$ cat config.mk
export PLATFORM = sky130hd
export DESIGN_NAME = pulse_swallow_ctrl
export DESIGN_NICKNAME = d
export VERILOG_FILES = /design/src/rtl/pll_div_pkg.sv /design/src/rtl/ps_down_counter.sv /design/src/rtl/pulse_swallow_ctrl.sv
export SDC_FILE = /design/constraint.sdc
export NUM_CORES = 1
export LEC_CHECK = 0
export ABC_AREA = 0
export BUFFER_PORTS_ARGS = -buffer_cell sky130_fd_sc_hd__buf_2
export CAP_MARGIN = 15
export CORE_UTILIZATION = 40
export DETAILED_ROUTE_END_ITERATION = 8
export PLACE_DENSITY = 0.61
export SLEW_MARGIN = 40
export SYNTH_ARGS = -nofsm -noshare
export SYNTH_HDL_FRONTEND = slang
export SYNTH_SLANG_ARGS = --single-unit
$ cat constraint.sdc
create_clock -name clk_in -period 2.8 [get_ports clk_in]
set_clock_uncertainty 0.15 [all_clocks]
set_input_delay 0.56 -clock clk_in [delete_from_list [all_inputs] [get_ports clk_in]]
set_output_delay 0.56 -clock clk_in [all_outputs]
set_load 0.02 [all_outputs]
$ cat src/rtl/pll_div_pkg.sv
// pll_div_pkg: shared constants for the pulse-swallow divider slice.
//   - default P/S widths and reset ratio (P=8, S=1 -> N_total = 25)
//   - dual-modulus prescaler moduli and the minimum legal P
//   - prescaler mod encoding and an N_total helper for benches
package pll_div_pkg;

    localparam int unsigned DEF_PW = 6;
    localparam int unsigned DEF_SW = 6;
    localparam int unsigned DEF_P  = 8;
    localparam int unsigned DEF_S  = 1;

    localparam int unsigned PRESCALER_LO = 3;
    localparam int unsigned PRESCALER_HI = 4;
    localparam int unsigned P_MIN        = 2;

    // Level driven onto the prescaler mod input.
    typedef enum logic {
        MOD_DIV3 = 1'b0,
        MOD_DIV4 = 1'b1
    } psc_mod_e;

    // Division from the prescaler input clock to the frame output:
    // S cycles at /4 plus (P-S) cycles at /3.
    function automatic int unsigned n_total(input int unsigned p, input int unsigned s);
        return PRESCALER_LO * p + (PRESCALER_HI - PRESCALER_LO) * s;
    endfunction

endpackage

$ cat src/rtl/ps_down_counter.sv
// ps_down_counter: loadable down-counter used for both the main (P) and
// swallow (S) counters.
//   clk_i       clock
//   rst_ni      synchronous active-low reset (loads RST_VAL)
//   load_i      load load_val_i this cycle (has priority over decrement)
//   load_val_i  reload value
//   dec_en_i    decrement enable
//   zero_o      current count is zero
//   nxt_zero_o  count after the coming edge will be zero (feeds registered outputs)
module ps_down_counter #(
    parameter int unsigned    W       = 6,
    parameter logic [W-1:0]   RST_VAL = '0
) (
    input  logic         clk_i,
    input  logic         rst_ni,
    input  logic         load_i,
    input  logic [W-1:0] load_val_i,
    input  logic         dec_en_i,
    output logic         zero_o,
    output logic         nxt_zero_o
);

    logic [W-1:0] cnt_q;
    logic [W-1:0] cnt_d;

    always_comb begin
        cnt_d = cnt_q;
        if (load_i) begin
            cnt_d = load_val_i;
        end else if (dec_en_i) begin
            cnt_d = cnt_q - W'(1);
        end
    end

    always_ff @(posedge clk_i) begin
        if (!rst_ni) begin
            cnt_q <= RST_VAL;
        end else begin
            cnt_q <= cnt_d;
        end
    end

    assign zero_o     = (cnt_q == '0);
    assign nxt_zero_o = (cnt_d == '0);

endmodule

$ cat src/rtl/pulse_swallow_ctrl.sv
// pulse_swallow_ctrl: programmable P/S pulse-swallow counter behind the
// divBy3or4 prescaler. Total division N_total = 3*P + S.
//   clk_in     prescaler clk_out (single clock domain)
//   rst_n      synchronous active-low reset
//   cfg_p      requested P (legal: P >= 2)
//   cfg_s      requested S (legal: S <= P)
//   cfg_valid  request valid
//   cfg_ready  pending slot empty, request can be accepted
//   cfg_err    one-cycle pulse after an illegal request is rejected
//   mod_out    prescaler mod: 1 = divide by 4, 0 = divide by 3
//   div_out    frame output to the phase detector
// Build option: PULSE_SWALLOW_SQUARE_EN turns div_out into a toggle at each
// frame wrap (square wave, period 2*P); otherwise it is a one-cycle wrap pulse.
module pulse_swallow_ctrl
    import pll_div_pkg::*;
#(
    parameter int unsigned PW    = DEF_PW,
    parameter int unsigned SW    = DEF_SW,
    parameter int unsigned P_DEF = DEF_P,
    parameter int unsigned S_DEF = DEF_S
) (
    input  logic          clk_in,
    input  logic          rst_n,
    input  logic [PW-1:0] cfg_p,
    input  logic [SW-1:0] cfg_s,
    input  logic          cfg_valid,
    output logic          cfg_ready,
    output logic          cfg_err,
    output logic          mod_out,
    output logic          div_out
);

    localparam int unsigned MW = (PW > SW) ? PW : SW;
    localparam logic [MW-1:0] P_MIN_W = MW'(P_MIN);

    logic [PW-1:0] act_p_q, act_p_d, pend_p_q, pend_p_d;
    logic [SW-1:0] act_s_q, act_s_d, pend_s_q, pend_s_d;
    logic          pend_full_q, pend_full_d;
    logic          err_q, err_d;
    psc_mod_e      mod_q, mod_d;
    logic          div_q, div_d;

    logic [MW-1:0] req_p_x, req_s_x;
    logic          req_legal;
    logic          xfer;
    logic          wrap;
    logic          p_nxt_zero;
    logic          s_zero, s_nxt_zero;
    logic [PW-1:0] sel_p;
    logic [SW-1:0] sel_s;

    assign req_p_x   = MW'(cfg_p);
    assign req_s_x   = MW'(cfg_s);
    assign req_legal = (req_p_x >= P_MIN_W) && (req_s_x <= req_p_x);
    assign xfer      = cfg_valid && !pend_full_q;

    // Values the counters reload with at wrap: a full pending slot takes
    // effect at this wrap, before the reload.
    assign sel_p = pend_full_q ? pend_p_q : act_p_q;
    assign sel_s = pend_full_q ? pend_s_q : act_s_q;

    ps_down_counter #(
        .W       (PW),
        .RST_VAL (PW'(P_DEF - 1))
    ) u_p_cnt (
        .clk_i      (clk_in),
        .rst_ni     (rst_n),
        .load_i     (wrap),
        .load_val_i (sel_p - PW'(1)),
        .dec_en_i   (1'b1),
        .zero_o     (wrap),
        .nxt_zero_o (p_nxt_zero)
    );

    // The swallow counter parks at zero for the rest of the frame.
    ps_down_counter #(
        .W       (SW),
        .RST_VAL (SW'(S_DEF))
    ) u_s_cnt (
        .clk_i      (clk_in),
        .rst_ni     (rst_n),
        .load_i     (wrap),
        .load_val_i (sel_s),
        .dec_en_i   (!s_zero),
        .zero_o     (s_zero),
        .nxt_zero_o (s_nxt_zero)
    );

    always_comb begin
        act_p_d     = act_p_q;
        act_s_d     = act_s_q;
        pend_p_d    = pend_p_q;
        pend_s_d    = pend_s_q;
        pend_full_d = pend_full_q;
        err_d       = xfer && !req_legal;

        if (wrap && pend_full_q) begin
            act_p_d     = pend_p_q;
            act_s_d     = pend_s_q;
            pend_full_d = 1'b0;
        end
        // A request in the wrap cycle lands in the (empty) slot and waits
        // for the following wrap.
        if (xfer && req_legal) begin
            pend_p_d    = cfg_p;
            pend_s_d    = cfg_s;
            pend_full_d = 1'b1;
        end

        // Registered outputs track the counter state after the coming edge.
        mod_d = s_nxt_zero ? MOD_DIV3 : MOD_DIV4;
`ifdef PULSE_SWALLOW_SQUARE_EN
        div_d = div_q ^ wrap;
`else
        div_d = p_nxt_zero;
`endif
    end

    always_ff @(posedge clk_in) begin
        if (!rst_n) begin
            act_p_q     <= PW'(P_DEF);
            act_s_q     <= SW'(S_DEF);
            pend_p_q    <= '0;
            pend_s_q    <= '0;
            pend_full_q <= 1'b0;
            err_q       <= 1'b0;
            mod_q       <= (S_DEF != 0) ? MOD_DIV4 : MOD_DIV3;
            div_q       <= 1'b0;
        end else begin
            act_p_q     <= act_p_d;
            act_s_q     <= act_s_d;
            pend_p_q    <= pend_p_d;
            pend_s_q    <= pend_s_d;
            pend_full_q <= pend_full_d;
            err_q       <= err_d;
            mod_q       <= mod_d;
            div_q       <= div_d;
        end
    end

    assign cfg_ready = !pend_full_q;
    assign cfg_err   = err_q;
    assign mod_out   = mod_q;
    assign div_out   = div_q;

endmodule

==> metrics.md <==
| Metric | Value |
|---|---|
| Post-route antenna net violation count | 0 |
| Critical Path RT | 2.88 ns |
| Tot Pwr | 1.551 mW |
| Max_cap viols | 0 |
| Adder-cell share of the synthesized area | 6.057% |
| Hold Path Class | reg -> reg |
| Clk Latency, worst-skew pair | between 0.2 and 0.3 ns |
| CTS tree | built |
| Worst hold margin | roughly 0.30 ns |
| Max rail drop VDD | ~0.00027 V |
| N_diodes | 0 |
| Vias in the first global route | 1,622 |
| GP Congestion | 0.7940 |
| Synthesized area | around 0.0021 sq mm |
| Flops & latches, synth | 40 |
| Count of buffers from port buffering | 18 |
| Critical Path End Type | flop |
| Share of post-route cells with drive strength above 1 | ~17% |
| Met2 GRT Util | 29.05% |
| Mux cell area share after synthesis | 11.02% |
| Final setup fails | 0 |
| Pwr per Cell Area | 666.7 mW/mm^2 |
| Layout Nets | 283 |
| Sw Share | 32.25% |
| F_max | approximately 410 MHz |
| Starting Density | 42.61% |
| Final worst slack | 0.3849 ns |
| Min Tclk post-route | 2.415 ns |
| Top_reg_cell synth | dfxtp_1 |
| Main combinational cell family by area after synthesis | simple AND/OR/NAND/NOR gates |
| Reg power frac | 44.5% |
| Routed len/inst | 13.39 um |
| Commonest non-fill, non-tap cell in the layout | dfxtp_1 |
| EDFF count, synth | 0 |
| Largest net degree at the start of global routing | 29 |
| Drt initial violations | 94 |
| Final Hold Viols | 0 |
| Area grow syn2layout | 12.60% |
| Ratio of final minimum period to clock period | 86.25% |
| CTS Root Cell | clkbuf_8 |
| GR Overflow Total | 0 |
| # DRC | 0 |
| Synth Instances | 237 |
| Flop2flop setup slack | 0.38 ns |
| Routing usage on met1 | 24.14% |
| Initial antenna violation count | 0 |
| Clock buffer depth | 2 |
| Worst slew pin tran | around 0.63 ns |
| I/O pins | 19 |
| Chip width | 73.87 um |
| Die height | about 74 um |
| Place WS | 0.3920 ns |
| Met3 GRT Util | 3.841% |
| Core area | between 0.004 and 0.005 sq mm |
| FFs w/ async S/R, synth | 0% |
| Via density | 5.255 |
| Clk network pwr share | 24.8% |
| Simple-gate portion of the synthesized area | 19.08% |
| Total GRT Usage | 18.10% |
| Post CTS Setup Buffer Count | 0 |
| Yosys Warn Count | 0 |
| Clk pin slew, worst setup/hold paths | 0.07 ns |
| Crit start category | flop |
| Syn_nets | about 260 |
| Post-synthesis compound-gate area fraction | about 18% |
| Setup TNS | 0 ns |
| Routed WL | 4364 um |
| Design Area, Final | 0.002326 sq mm |
| Relative slew slack | 57.73% |
| Global-route wire length before repair | 7541 um |
| HPWL Detailed | 3254 um |
| Clock sink total | 40 |
| Pre-antenna DRT Iters | 4 |
| Internal | 1.051 mW |
| Max-slew violations | 0 |
| Seq/Total Area, Yosys | between 30 and 40% |
| Vias | between 1,500 and 2,000 |
| Comb power frac | 30.8% |
| CTS resizes | 0 |
| Net Sw Power | 500.1 uW |
| GRT Max-Usage Layer | met2 |
| Critical path peak fanout | 6 |
| Commonest cells after routing, fill and taps aside | 40 x dfxtp_1, 19 x a21oi_1, 19 x nor2_1 |
| Lkg Pwr | 0.9867 nW |
| Unrepaired setup endpoints after global routing | no |
| Syn Area/Cell | 8.716 sq um |
| Worst EP arrival | 2.50 ns |
| Htree depth | 2 |
| Post-synthesis xor/xnor area fraction | 2.120% |
| Setup CP Type | reg -> reg |
| # hold bufs at CTS | 0 |
| Fill cells | 466 |
| TritonCTS buffer count | 5 |
| Dpl cell area | 0.002236 sq mm |
| Site row count | 25 |
| Post-synth cell types | 45 |
| Outcome | completed |
| Area of the die | between 0.005 and 0.006 sq mm |
## worst paths after layout
kind,from,endpoint,cells after the start
max,u_p_cnt.cnt_q[1],u_p_cnt.cnt_q[4],9
min,act_s_q[4],act_s_q[4],2
max reg2reg,u_p_cnt.cnt_q[1],u_p_cnt.cnt_q[4],9
min reg2reg,act_s_q[4],act_s_q[4],2
## cell type report
cell class | instances | area [sq um] | area share [%]
Sequential cell | 40 | 800.8 | 34.43
Multi-Input combinational cell | 173 | 1160 | 49.87
Inverter | 13 | 48.80 | 2.098
Timing Repair Buffer | 25 | 142.6 | 6.132
Tap cell | 67 | 83.83 | 3.604
Clock buffer | 8 | 90.09 | 3.873
## power by group through the flow
| stage | clock network (mW) | registers [mW] | logic (mW) |
|---|---|---|---|
| after detailed placement | 0 | 0.698 | 0.468 |
| after global routing | 0.425 | 0.698 | 0.528 |
| final | 0.384 | 0.689 | 0.477 |
| after floorplan | 0 | 0.697 | 0.359 |
| after global placement | 0 | 0.700 | 0.471 |
| after CTS | 0.400 | 0.687 | 0.474 |
## metal layers
metal / vias to the layer above / routed length, um
li1: 890 / -
met4: 0 / 65
met3: 8 / 122
met2: 25 / 2024
met1: 790 / 2153
met5: - / 0
## worst max-delay path: stages (launching register included)
cell and delay (ns):
dfxtp_1 0.35, nor4_1 0.40, nand2_1 0.26, o21bai_1 0.33, inv_1 0.08, ha_1 0.23
nand2_1 0.10, a22oi_1 0.09, o32ai_1 0.20, and2_1 0.18
## through the flow
step / instances / utilization (%)
final: 326 / 47.97
after detailed placement: 318 / 46.12
after global placement: 318 / 46.12
after floorplan: 237 / -
after global routing: 326 / 47.97
after CTS: 326 / 47.97
## Yosys cell counts, types with 2 or more instances
library cell | number | area (sq um)
clkbuf_1 | 6 | 22.52
nand2_1 | 15 | 56.30
a211oi_1 | 3 | 22.52
dfxtp_1 | 40 | 800.8
a22oi_1 | 2 | 15.01
a21oi_1 | 19 | 95.09
buf_2 | 3 | 15.01
xor2_1 | 3 | 26.28
nand3_1 | 15 | 75.07
mux2i_1 | 16 | 160.2
and2_1 | 7 | 43.79
nand2b_1 | 2 | 12.51
xnor2_1 | 2 | 17.52
o22ai_1 | 4 | 25.02
ha_1 | 10 | 125.1
nor4_1 | 3 | 18.77
o21ai_0 | 15 | 75.07
o21a_1 | 4 | 30.03
mux2_2 | 6 | 67.56
nor3_1 | 4 | 20.02
inv_1 | 12 | 45.04
o31ai_1 | 2 | 15.01
nor2_1 | 19 | 71.32
a31oi_1 | 3 | 18.77
nand4b_1 | 2 | 17.52
## flip-flops by register name, indices dropped and copies added, names as in the netlist
signal         flops
act_p_q            6
act_s_q            6
cfg_err            1
div_out            1
mod_out            1
pend_full_q        1
pend_p_q           6
pend_s_q           6
u_p_cnt.cnt_q      6
u_s_cnt.cnt_q      6
## kinds of logic (layout without fill, tap and decap cells)
family,count (synthesis),after routing
adders and majority gates,10,10
muxes,22,22
and+or+nand+nor,76,76
AOI/OAI and AO/OA,60,60
DFF,40,40
xor gates and xnor gates,5,5
buffers and inverters,24,46
Note: power is estimated with default switching activity, not from simulation.
